==> src/rtl/ema_pkg.sv <==
// Shared definitions for the ema filter and its feeder stage.
package ema_pkg;

  // Sample width shared by the feeder and the filter.
  localparam int DATA_W = 16;

  // Q-format of the sample path: Q16.0, integer samples with no fraction bits.
  localparam int Q_INT_BITS  = 16;
  localparam int Q_FRAC_BITS = 0;

  // Feeder sequencing states.
  typedef enum logic {
    FEED_IDLE = 1'b0,
    FEED_WAIT = 1'b1
  } feed_state_e;

endpackage

==> src/rtl/ema_sync_fifo.sv <==
// Single-clock FIFO with a registered occupancy counter and a combinational head.
// The caller must not push when full or pop when empty.
module ema_sync_fifo #(
  parameter int W     = 16,
  parameter int DEPTH = 8
) (
  input  logic                     clk,
  input  logic                     rst,
  input  logic                     push_i,
  input  logic                     pop_i,
  input  logic [W-1:0]             data_i,
  output logic [W-1:0]             data_o,
  output logic [$clog2(DEPTH):0]   level_o
);

  localparam int AW = $clog2(DEPTH);

  logic [W-1:0]  mem_q [DEPTH];
  logic [AW-1:0] wr_ptr_q;
  logic [AW-1:0] rd_ptr_q;
  logic [AW:0]   level_q;

  // Storage array; no reset needed since occupancy gates every read.
  always_ff @(posedge clk) begin
    if (push_i) mem_q[wr_ptr_q] <= data_i;
  end

  // Pointers wrap naturally at DEPTH; occupancy is tracked separately.
  always_ff @(posedge clk or negedge rst) begin
    if (!rst) begin
      wr_ptr_q <= '0;
      rd_ptr_q <= '0;
      level_q  <= '0;
    end else begin
      if (push_i) wr_ptr_q <= wr_ptr_q + 1'b1;
      if (pop_i)  rd_ptr_q <= rd_ptr_q + 1'b1;
      case ({push_i, pop_i})
        2'b10:   level_q <= level_q + 1'b1;
        2'b01:   level_q <= level_q - 1'b1;
        default: level_q <= level_q;
      endcase
    end
  end

  assign data_o  = mem_q[rd_ptr_q];
  assign level_o = level_q;

endmodule

==> src/rtl/ema_sample_feeder.sv <==
// Buffers bursty samples and hands them to the ema filter one at a time,
// strobing only while the filter is idle and waiting for its result in between.
module ema_sample_feeder #(
  parameter int DATA_W = ema_pkg::DATA_W,
  parameter int DEPTH  = 8
) (
  input  logic                     clk,
  input  logic                     rst,
  input  logic [DATA_W-1:0]        s_data_i,
  input  logic                     s_valid_i,
  output logic                     s_ready_o,
  output logic [DATA_W-1:0]        x_o,
  output logic                     valid_o,
  input  logic                     bussy_i,
  input  logic                     done_i,
  output logic [$clog2(DEPTH):0]   level_o,
  output logic                     overflow_o,
  input  logic                     clr_ovf_i
);

  import ema_pkg::*;

  localparam int LW = $clog2(DEPTH) + 1;

  feed_state_e       state_q, state_d;
  logic [LW-1:0]     level;
  logic [DATA_W-1:0] head;
  logic [DATA_W-1:0] x_q;
  logic              valid_q;
  logic              ovf_q, ovf_d;
  logic              push, pop, ovf_set;

  // Ready depends on registered occupancy only, so it never loops back to s_valid_i.
  assign s_ready_o = (level != LW'(DEPTH));
  assign push      = s_valid_i && s_ready_o;
  assign ovf_set   = s_valid_i && !s_ready_o;

  ema_sync_fifo #(
    .W     (DATA_W),
    .DEPTH (DEPTH)
  ) u_fifo (
    .clk     (clk),
    .rst     (rst),
    .push_i  (push),
    .pop_i   (pop),
    .data_i  (s_data_i),
    .data_o  (head),
    .level_o (level)
  );

  // FSM state register.
  always_ff @(posedge clk or negedge rst) begin
    if (!rst) state_q <= FEED_IDLE;
    else      state_q <= state_d;
  end

  // Next state: IDLE leaves on a pop; WAIT leaves once the filter reports done.
  always_comb begin
    state_d = state_q;
    case (state_q)
      FEED_IDLE: if (pop)    state_d = FEED_WAIT;
      FEED_WAIT: if (done_i) state_d = FEED_IDLE;
      default:               state_d = FEED_IDLE;
    endcase
  end

  // FSM output: pop only from IDLE with data queued and the filter not busy.
  always_comb begin
    pop = 1'b0;
    if (state_q == FEED_IDLE && level != '0 && !bussy_i) pop = 1'b1;
  end

  // Sticky overflow; a new drop in the clearing cycle keeps the flag set.
  always_comb begin
    ovf_d = ovf_q;
    if (clr_ovf_i) ovf_d = 1'b0;
    if (ovf_set)   ovf_d = 1'b1;
  end

  // Output register: x_o only loads on a pop, so it is frozen throughout WAIT.
  always_ff @(posedge clk or negedge rst) begin
    if (!rst) begin
      x_q     <= '0;
      valid_q <= 1'b0;
      ovf_q   <= 1'b0;
    end else begin
      valid_q <= pop;
      ovf_q   <= ovf_d;
      if (pop) x_q <= head;
    end
  end

  assign x_o        = x_q;
  assign valid_o    = valid_q;
  assign level_o    = level;
  assign overflow_o = ovf_q;

endmodule
==> config.mk <==
export PLATFORM = sky130hd
export DESIGN_NAME = ema_sample_feeder
export DESIGN_NICKNAME = d
export VERILOG_FILES = /design/src/rtl/ema_pkg.sv /design/src/rtl/ema_sync_fifo.sv /design/src/rtl/ema_sample_feeder.sv
export SDC_FILE = /design/constraint.sdc
export NUM_CORES = 1
export LEC_CHECK = 0
export BUFFER_PORTS_ARGS = -buffer_cell sky130_fd_sc_hd__buf_2
export CAP_MARGIN = 25
export CORE_UTILIZATION = 45
export DETAILED_ROUTE_END_ITERATION = 8
export PLACE_DENSITY_LB_ADDON = 0.08
export SYNTH_ARGS = -nofsm -noshare
export SYNTH_HDL_FRONTEND = slang
export SYNTH_HIERARCHICAL = 1
export SYNTH_SLANG_ARGS = --single-unit
==> constraint.sdc <==
create_clock -name clk -period 7 [get_ports clk]
set_input_delay 1.4 -clock clk [delete_from_list [all_inputs] [get_ports clk]]
set_output_delay 1.4 -clock clk [all_outputs]
set_load 0.05 [all_outputs]
# After elaboration in Yosys (flattened, before gate mapping)
# Memory sizes are Yosys's and may differ from the RTL's. A register that Yosys moved wholly into a read port is not among the register bits.
# Index checks and enable logic that the tools add are counted.
# word_totals
in_bits	22
elab_cells	34
output_inout_bits	23
mem_count	1
register_bits	13
mem_bits_rw	128
# mem_list
memory	words	word_bits	read_ports	rd_ports_with_merged_regs	wr	line	rtl
u_fifo.mem_q	8	16	1	1	1	ema_sync_fifo.sv:18	logic [W-1:0] mem_q [DEPTH];
# op_classes
muxes	9
add_sub_neg	4
bitwise	1
n_reduce_logical	10
n_eq_ne	3
# ops
operator	n
$pmux W4 S2	1
$mux W1	7
$add A3 B1 Y3 const B	2
$add A4 B1 Y4 const B	1
$logic_and A1 B1 Y1	4
$ne A4 B4 Y1 const B	1
$reduce_bool A2 Y1	2
$reduce_bool A4 Y1	1
$sub A4 B1 Y4 const B	1
$logic_not A1 Y1	3
$eq A2 B1 Y1 const B	1
$eq A2 B2 Y1 const B	1
$pmux W1 S2	1
$not A1 Y1	1

# Depth between registers and ports, before layout
# Gate-level depths: netlist of the first run.
# logic_depth
word_depth	6
depth_mapped	11

# Cells and area by module
# The synthesis of the first run kept the hierarchy.
# modules_own_cells
mod	seq_area_each_um2	n_inst	area_each_um2	cells_each
ema_sync_fifo	4093.9	1	5460.2	238
ema_sample_feeder	475.5	1	742.0	47

# Worst setup path before layout of the first run
# OpenSTA, ideal clock, no wires.
# synth_timing
kind	input to register
start	in s_valid_i
end	mem u_fifo.mem_q[1][0] (enable)
arrival_time_ns	3.023
cell_stages	3
slack_ns	3.568
setup_time_ns	0.409
n_path_buf	0
cell_sequence	nor2b_1 nand2_1 nor3_1
# synth_via
elab_chain_len	3
# synth_rtl
item	line	rtl
start: declaration	ema_sample_feeder.sv:10	input logic s_valid_i,
$logic_and A1 B1 Y1	ema_sample_feeder.sv:35	assign push = s_valid_i && s_ready_o;
$mux W1	ema_sync_fifo.sv:25	if (push_i) mem_q[wr_ptr_q] <= data_i;
$mux W1 (not written as such)	ema_sync_fifo.sv:25	
end: declaration	ema_sync_fifo.sv:18	
# Every way passes these cells.

# Worst setup path in the final report of the first run
# layout_timing
start	reg u_fifo.level_q[1], in the netlist u_fifo/level_o[1]
end	out s_ready_o
# layout_via
elab_chain_len	1
# layout_rtl
item	line	rtl
start: declaration	ema_sync_fifo.sv:21	logic [AW:0] level_q;
start signal: assignment	ema_sync_fifo.sv:38	2'b10: level_q <= level_q + 1'b1;
start signal: assignment	ema_sync_fifo.sv:39	2'b01: level_q <= level_q - 1'b1;
start signal: assignment	ema_sync_fifo.sv:40	default: level_q <= level_q;
$ne A4 B4 Y1	ema_sample_feeder.sv:34	assign s_ready_o = (level != LW'(DEPTH));
end: declaration	ema_sample_feeder.sv:11	output logic s_ready_o,
# Every way passes these cells.

==> results of run 1 <==
## critical path, delay by kind of cell (launching register included)
kind,cells,cell delay [ns]
DFF,1,0.48
and+or+nand+nor,1,0.55
buffers and inverters,2,0.29
## cells in the mapped netlist (2+ instances only)
cell type,instances
mux2_2,35
mux4_2,7
xor2_1,6
buf_6,5
clkbuf_1,2
nor2_1,8
xnor2_1,3
mux4_1,25
nand2b_1,3
a21oi_1,2
edfxtp_1,128
nand2_1,5
dfrtp_1,29
buf_2,4
ha_1,5
o21ai_0,2
inv_1,5
nor2b_1,4
nor3_1,2
## area by class of cell
class / count / share of cell area
flip-flops and latches: 157 / 0.6323
multi-input cells: 112 / 0.2130
clock buffers: 25 / 0.06714
repair buffers: 54 / 0.04257
well taps: 176 / 0.03046
clock inverters: 7 / 0.01194
inverters: 5 / 0.002596
## per-stage QoR
stage	cell area, um2	instances	power, mW	util
CTS	7211	535	3.256	0.5402
global placement	6639	503	2.359	0.4974
finish	7231	536	3.219	0.5417
detailed placement	6639	503	2.370	0.4974
global route	7231	536	3.373	0.5417
floorplan	6202	285	2.124	-
## layer usage
metal	GRT usage	part of all wire
met5	0	0
met4	0.05156	0.0071
met3	0.05412	0.038
met2	0.2693	0.50
met1	0.2234	0.46
## power groups by stage
stage | combinational, mW | sequential [mW] | clock (mW)
2_1_floorplan | 0.597 | 1.53 | 0
3_3_place_gp | 0.916 | 1.44 | 0
3_5_place_dp | 0.921 | 1.45 | 0
4_1_cts | 0.923 | 1.43 | 0.903
5_1_grt | 1.02 | 1.41 | 0.937
6_report | 0.954 | 1.39 | 0.879
## sequential cells by signal, summed over array words and instances, names as in the netlist
register         flops
u_fifo/wr_ptr_q      3
overflow_o           1
u_fifo/mem_q       128
x_o                 16
u_fifo/rd_ptr_q      3
u_fifo/level_o       4
valid_o              1
state_q              1
## worst max path at each step
stage,end,slack [ns],depth (start not counted)
global placement,u_fifo/level_o[2],3.58,12
CTS,s_ready_o,3.81,3
global route,s_ready_o,3.65,3
finish,s_ready_o,3.87,3
detailed placement,u_fifo/level_o[2],3.56,12
floorplan,u_fifo/mem_q[1][0],3.57,3
## cell families (layout without fill, tap and decap cells)
family,Yosys count,in the layout,share of synthesized area
AOI/OAI and AO/OA,7,7,0.01009
buffers and inverters,16,91,0.01654
and+or+nand+nor,24,24,0.01896
xor gates and xnor gates,9,9,0.01271
DFF,157,157,0.7367
muxes,67,67,0.1949
adders and majority gates,5,5,0.01009
==> impl_metrics.yaml, run 1 <==
die:
  io_pins: 45
  die_w_um: 119.4
  fp.coreArea_um2: 13350
  initial_core_util: 0.4647
  dieArea_um2: 14260
  die_y_um: 119.4
  num_rows: 42
critical_path:
  slowest_delay_ns: 0.55
  cp-startpoint: "u_fifo/level_o[1]"
  reg2reg_from: "u_fifo/level_o[1]"
  cp-end-kind: "primary output"
  worstPathMaxFanout: 8
  cpMaxStageDelayCell: "nor4b_1"
  r2r_end: "u_fifo/level_o[2]"
  crit_type: "flop to primary output"
  reg2reg_slack_ns: 4.34
  worst-r2r-cell-count: 10
  path_cells: "nor4b_1, inv_1, buf_2"
  arrival_ns: 1.73
  cp-start-kind: "flop"
  worst-endpoint-required_ns: 5.60
sta:
  hold_viol_final: 0
  rsz0062_at_grt: "no"
  setup_viol: 0
  tightest_slew_ns: 0.9951
  fin_tns_setup_ns: 0
  fin_worst_skew_ns: 0.008412
  whs_ns: 0.4958
  fin_ws_ns: 3.866
  fmax_mhz: 319.1
  drv_slew: 0
  fin_crit_sh: 0.4477
  period_minus_slack_ns: 3.134
  max_slew_margin: 0.3366
clocking:
  cts.sinks: 157
  cts_tree: "built"
  numCtsBuffers: 17
  cts_resized: 0
  h-tree-depth: 4
  clock_latency_ns: 0.41
  cts_buffer_depth: 2
  cts-root-buf: "clkbuf_16"
  clk_pin_slew_worst_paths_ns: 0.05
  cts_hold_buf: 0
  cts_setup_buffers: 0
detailed_routing:
  drt-initial-drc-count: 154
  vias_per_cell: 5.224
  final_antenna_net_count: 0
  wl_per_cell_um: 20.35
  drc: 0
  drt_wl_total_um: 10910
  drt-pass1-iter-count: 5
  vias: 2800
place:
  globalplace.congestion: 0.6469
  pre_cts_ws_ns: 3.558
  dp_hpwl_um: 6226
  io_buffers: 44
logic_synthesis:
  ys_types: 24
  syn_area_per_cell_um2: 21.76
  synth_top_area_frac: 0.6197
  netlist_instances: 285
  syn-cell-area_um2: 6202
  synth_top_flop_cell: "edfxtp_1"
  synth_nets: 312
  synth_edf_count: 128
  ys_ff_latch: 157
  async_reset_ff_frac: 0.1847
  yosys_warnings: 6
  synth_area_leaders: "edfxtp_1, dfrtp_1, mux4_1"
  seq_area_frac_synth: 0.7367
  yosys.area.top_type: "edfxtp_1"
power_and_ir_drop:
  pwr-share-clk: 0.273
  p_int_mw: 2.197
  ir_drop_mv: 0.2326
  switching_power_mw: 1.021
  power_density_nw_per_um2: 445.2
  pwr-share-comb: 0.296
  power_frac_seq: 0.431
  p_sw_frac: 0.3173
  power_leakage_nw: 2.613
hold_path:
  hold_class: "flop to flop"
  holdPathStages: 1
  min_to: "x_o[12]"
  worstHoldStart: "x_o[12]"
finish:
  multiInputGateArea_um2: 1540
  register_area_um2: 4572
  fin_nets: 374
  final_common_cell: "edfxtp_1"
  syn_to_final_growth_pct: 16.58
  diodes: 0
  fill_cells: 1048
  most-common-layout-cells: "edfxtp_1, buf_2, mux2_2, dfrtp_1, mux4_1"
  drive_above_1_share: 0.3528
grt:
  antenna_found_initial: 0
  grt_pass1_vias: 2901
  grt_pass1_wl_um: 17010
  grt_util_all_layers: 0.1693
  grt_overflow_total: 0
  grt_start_max_net_pins: 35
outcome:
  status: "finished, final reports clean"
job:
  maxCapViolations: 0
(Power assumes the default switching activity.)
==> run 2, diff against run 1 <==
==> constraint.sdc (replaced) <==
create_clock -name clk -period 2.6 [get_ports clk]
set_input_delay 0.52 -clock clk [delete_from_list [all_inputs] [get_ports clk]]
set_output_delay 0.52 -clock clk [all_outputs]
set_load 0.05 [all_outputs]
==> run 2 against run 1 <==
  * Critical path depth is 7 higher
  * Clock skew down 0.0017 ns
  * Die area unchanged
  * Worst setup slack got worse by 3.6 ns
  * Combinational power rose to 3.1 times the previous value
  * Non-clock buffer count rose by 11
  * Core utilization rose by 1.3 points
  * Global-route usage up 0.43 points
  * Sequential cell count stayed put
  * Register-to-register slack worse by 4.0 ns
  * First-iteration DRC count decreased by 18%
  * Critical path type is now flop to flop
==> impl_metrics.yaml, run 2 (synthesized netlist as in run 1, its figures left out) <==
grt:
  grt_util_all_layers: 0.1737
  antenna_found_initial: 0
  grt_pass1_vias: 2989
  grt_pass1_wl_um: 17280
  grt_overflow_total: 0
  grt_start_max_net_pins: 35
place:
  place_inst: 515
  dp_hpwl_um: 6589
  io_buffers: 44
  globalplace.congestion: 0.7128
  placed_area_um2: 6787
  pre_cts_ws_ns: 0.2899
job:
  maxCapViolations: 0
finish:
  fin_nets: 385
  syn_to_final_growth_pct: 19.47
  utilization: 0.5551
  fill_cells: 1048
  regMostFlops: "u_fifo/mem_q"
  stdcell_count: 547
  final_cell_area_um2: 7410
  drive_above_1_share: 0.3854
  final_common_cell: "edfxtp_1"
  most-common-layout-cells: "edfxtp_1, buf_2, mux2_2, dfrtp_1, mux4_1"
  diodes: 0
  largest_reg_flops: 128
power_and_ir_drop:
  power_leakage_nw: 2.699
  power_density_nw_per_um2: 1217
  ir_drop_mv: 0.6274
  power_mw: 9.021
detailed_routing:
  final_antenna_net_count: 0
  drc: 0
  wl_per_cell_um: 20.64
  drt_wl_total_um: 11290
  drt-pass1-iter-count: 4
  vias: 2875
  vias_per_cell: 5.256
  drt-initial-drc-count: 127
clocking:
  clk_pin_slew_worst_paths_ns: 0.06
  cts_tree: "built"
  cts_buffer_depth: 2
  cts_resized: 0
  numCtsBuffers: 17
  cts_hold_buf: 0
  clock_latency_ns: 0.41
  cts_setup_buffers: 0
  cts-root-buf: "clkbuf_16"
  h-tree-depth: 4
  cts.sinks: 157
die:
  dieArea_um2: 14260
  io_pins: 45
  fp.coreArea_um2: 13350
  die_w_um: 119.4
  die_y_um: 119.4
  num_rows: 42
  initial_core_util: 0.4647
sta:
  fmax_mhz: 433.3
  whs_ns: 0.1838
  fin_crit_sh: 0.8877
  period_minus_slack_ns: 2.308
  max_slew_margin: 0.4861
  setup_viol: 0
  fin_tns_setup_ns: 0
  rsz0062_at_grt: "no"
  hold_viol_final: 0
  tightest_slew_ns: 0.7708
  fin_ws_ns: 0.2920
  drv_slew: 0
  fin_worst_skew_ns: 0.006691
critical_path:
  worstPathMaxFanout: 7
  cp-start-kind: "flop"
  arrival_ns: 2.60
  worst-endpoint-required_ns: 2.89
  cp-end-kind: "flop"
  crit_type: "flop to flop"
hold_path:
  hold_class: "primary input to asynchronous set/reset pin"
outcome:
  status: "finished, final reports clean"
-- run 2: changes by cell type in the layout (fill, tap and decap cells not counted), sizes merged --
cell,delta
buf,+11
bufinv,+2
clkinv,-2
-- run 2: layout make-up --
class,instances,area [um2],area share
Clock buffer,25,485.5,0.06552
Clock inverter,7,137.6,0.01857
Inverter,5,18.77,0.002533
Multi-Input combinational cell,112,1546,0.2087
Sequential cell,157,4573,0.6172
Tap cell,176,220.2,0.02972
Timing Repair Buffer,65,427.9,0.05775
-- run 2: worst paths after layout --
kind	startpoint	end	slack [ns]	depth (start not counted)
setup reg to reg	u_fifo/level_o[0]	u_fifo/level_o[2]	0.29	10
min in group clk	done_i	state_q	0.29	2
setup / recovery	u_fifo/level_o[0]	u_fifo/level_o[2]	0.29	10
hold / removal	rst	u_fifo/level_o[1]	0.18	1
hold reg to reg	x_o[8]	x_o[8]	0.50	1
max in group asynchronous	rst	u_fifo/level_o[0]	1.89	1
-- run 2: report_power, final --
group / internal (mW) / switching [mW] / total (mW)
Combinational: 1.26 / 1.65 / 2.91
Sequential: 3.27 / 0.250 / 3.52
Clock: 1.68 / 0.904 / 2.59
Total: 6.22 / 2.80 / 9.02
-- run 2: layer usage --
layer / global-route usage / part of all wire / wire length, um / vias up
met5: 0 / 0 / 0 / -
li1: - / - / - / 1313
met3: 0.04885 / 0.036 / 408 / 9
met4: 0.06094 / 0.011 / 119 / 0
met2: 0.2863 / 0.51 / 5766 / 43
met1: 0.2207 / 0.44 / 4997 / 1510
-- run 2: critical path, stage by stage, from the launching register on --
cell and delay [ns]:
dfrtp_2 0.46, nor4b_1 0.50, nor2b_1 0.13, inv_1 0.11, ha_2 0.23, xor2_1 0.08, ha_1 0.19, a21oi_2 0.11
xor2_1 0.16, nor2_1 0.07, xor2_1 0.14
==> run 3, diff against run 2 <==
--- a/config.mk
+++ b/config.mk
@@ -7,8 +7,11 @@
 export LEC_CHECK = 0
 export BUFFER_PORTS_ARGS = -buffer_cell sky130_fd_sc_hd__buf_2
 export CAP_MARGIN = 25
-export CORE_UTILIZATION = 45
+export CELL_PAD_IN_SITES_DETAIL_PLACEMENT = 0
+export CELL_PAD_IN_SITES_GLOBAL_PLACEMENT = 2
+export CORE_UTILIZATION = 40
 export DETAILED_ROUTE_END_ITERATION = 8
+export MAX_ROUTING_LAYER = met4
 export PLACE_DENSITY_LB_ADDON = 0.08
 export SYNTH_ARGS = -nofsm -noshare
 export SYNTH_HDL_FRONTEND = slang
==> run 3 against run 2 <==
  * Die area rose by 12%
  * Maximum frequency is 3.3% lower
  * Design area is 0.66% lower
  * Cell count grew 2.2%
  * Largest cell class unchanged
==> impl_metrics.yaml, run 3 (synthesized netlist as in run 1, its figures left out) <==
detailed_routing:
  drt_wl_total_um: 11800
  wl_per_cell_um: 21.10
  drt-pass1-iter-count: 4
  final_antenna_net_count: 0
  drt-initial-drc-count: 201
  drc: 0
  vias_per_cell: 5.156
  vias: 2882
sta:
  fmax_mhz: 418.9
  period_minus_slack_ns: 2.387
  fin_tns_setup_ns: 0
  fin_worst_skew_ns: 0.009043
  rsz0062_at_grt: "no"
  max_slew_margin: 0.4572
  tightest_slew_ns: 0.8142
  setup_viol: 0
  fin_crit_sh: 0.9182
  hold_viol_final: 0
  drv_slew: 0
clocking:
  h-tree-depth: 4
  cts_setup_buffers: 0
  cts_hold_buf: 0
  cts.sinks: 157
  clk_pin_slew_worst_paths_ns: 0.06
  cts_tree: "built"
  cts_resized: 0
  numCtsBuffers: 17
  clock_latency_ns: 0.42
  cts-root-buf: "clkbuf_16"
  cts_buffer_depth: 2
critical_path:
  cp-start-kind: "flop"
  path_cells: "nor4b_1, nor2b_1, nand2b_1, nor3_2, buf_4"
  cpMaxStageDelayCell: "nor3_2"
  crit_buf_inv: 1
  worst-endpoint-required_ns: 2.72
  crit_type: "flop to flop"
  arrival_ns: 2.50
  slowest_delay_ns: 0.64
  worstPathMaxFanout: 9
  cp-end-kind: "flop"
  cp_top_family: "simple AND/OR/NAND/NOR gates"
finish:
  regMostFlops: "u_fifo/mem_q"
  diodes: 0
  final_common_cell: "edfxtp_1"
  largest_reg_flops: 128
  drive_above_1_share: 0.3881
  syn_to_final_growth_pct: 18.68
  fin_nets: 385
  most-common-layout-cells: "edfxtp_1, buf_2, mux2_2, dfrtp_1, mux4_1"
place:
  globalplace.congestion: 0.6516
  io_buffers: 44
  dp_hpwl_um: 7211
die:
  initial_core_util: 0.4095
  io_pins: 45
  dieArea_um2: 16010
  die_w_um: 126.5
  die_y_um: 126.5
  fp.coreArea_um2: 15150
  num_rows: 45
power_and_ir_drop:
  pwr-share-comb: 0.334
  power_mw: 8.875
  power_leakage_nw: 2.655
  switching_power_mw: 2.888
  power_density_nw_per_um2: 1206
  p_int_mw: 5.987
  ir_drop_mv: 0.4930
  power_frac_seq: 0.398
  p_sw_frac: 0.3254
  pwr-share-clk: 0.268
grt:
  grt_start_max_net_pins: 35
  grt_pass1_vias: 3020
  grt_overflow_total: 0
  grt_util_all_layers: 0.1697
  grt_pass1_wl_um: 18460
  antenna_found_initial: 0
outcome:
  status: "finished, final reports clean"
hold_path:
  hold_class: "primary input to asynchronous set/reset pin"
job:
  maxCapViolations: 0
==> run 3: layer usage <==
layer	track usage	vias to the layer above	wire, um
met4	0.07867	0	227
li1	-	1309	-
met3	0.03880	19	329
met2	0.2476	47	5446
met1	0.2268	1507	5793
met5	-	-	0
==> run 3: power groups by stage <==
stage / logic (mW) / clock network [mW] / registers, mW
3_5_place_dp: 3.00 / 0 / 3.59
6_report: 2.96 / 2.38 / 3.53
2_1_floorplan: 1.62 / 0 / 4.12
5_1_grt: 3.18 / 2.54 / 3.59
3_3_place_gp: 3.00 / 0 / 3.58
4_1_cts: 3.01 / 2.45 / 3.54
==> run 3: layout make-up <==
class | instances | area [um2]
multi-input combinational | 112 | 1546
tap | 188 | 235.2
inverter | 5 | 18.77
sequential | 157 | 4574
fill | 1255 | 7785
clock inverter | 10 | 116.4
timing repair buffer | 65 | 415.4
clock buffer | 22 | 454.2
==> run 3: stage by stage <==
step	instance area [um2]	worst slack, ns	utilization	hold WS [ns]	instances
after global routing	7361	0.07390	0.4860	0.2393	559
after detailed placement	6783	0.1519	0.4478	0.4916	526
after CTS	7353	0.1491	0.4855	0.2084	558
after floorplan	6222	0.002895	-	0.2244	285
final	7361	0.2128	0.4860	0.1944	559
after global placement	6783	0.1736	0.4478	0.4843	526
==> run 3: path summary, 6_finish.rpt <==
kind	slack (ns)	end	cells after the start	startpoint
min reg2reg	0.50	x_o[12]	1	x_o[12]
max	0.21	u_fifo/mem_q[0][14]	5	u_fifo/level_o[3]
max in group asynchronous	1.84	u_fifo/rd_ptr_q[0]	1	rst
min in group clk	0.28	state_q	2	done_i
min	0.19	overflow_o	1	rst
max reg2reg	0.21	u_fifo/mem_q[0][14]	5	u_fifo/level_o[3]
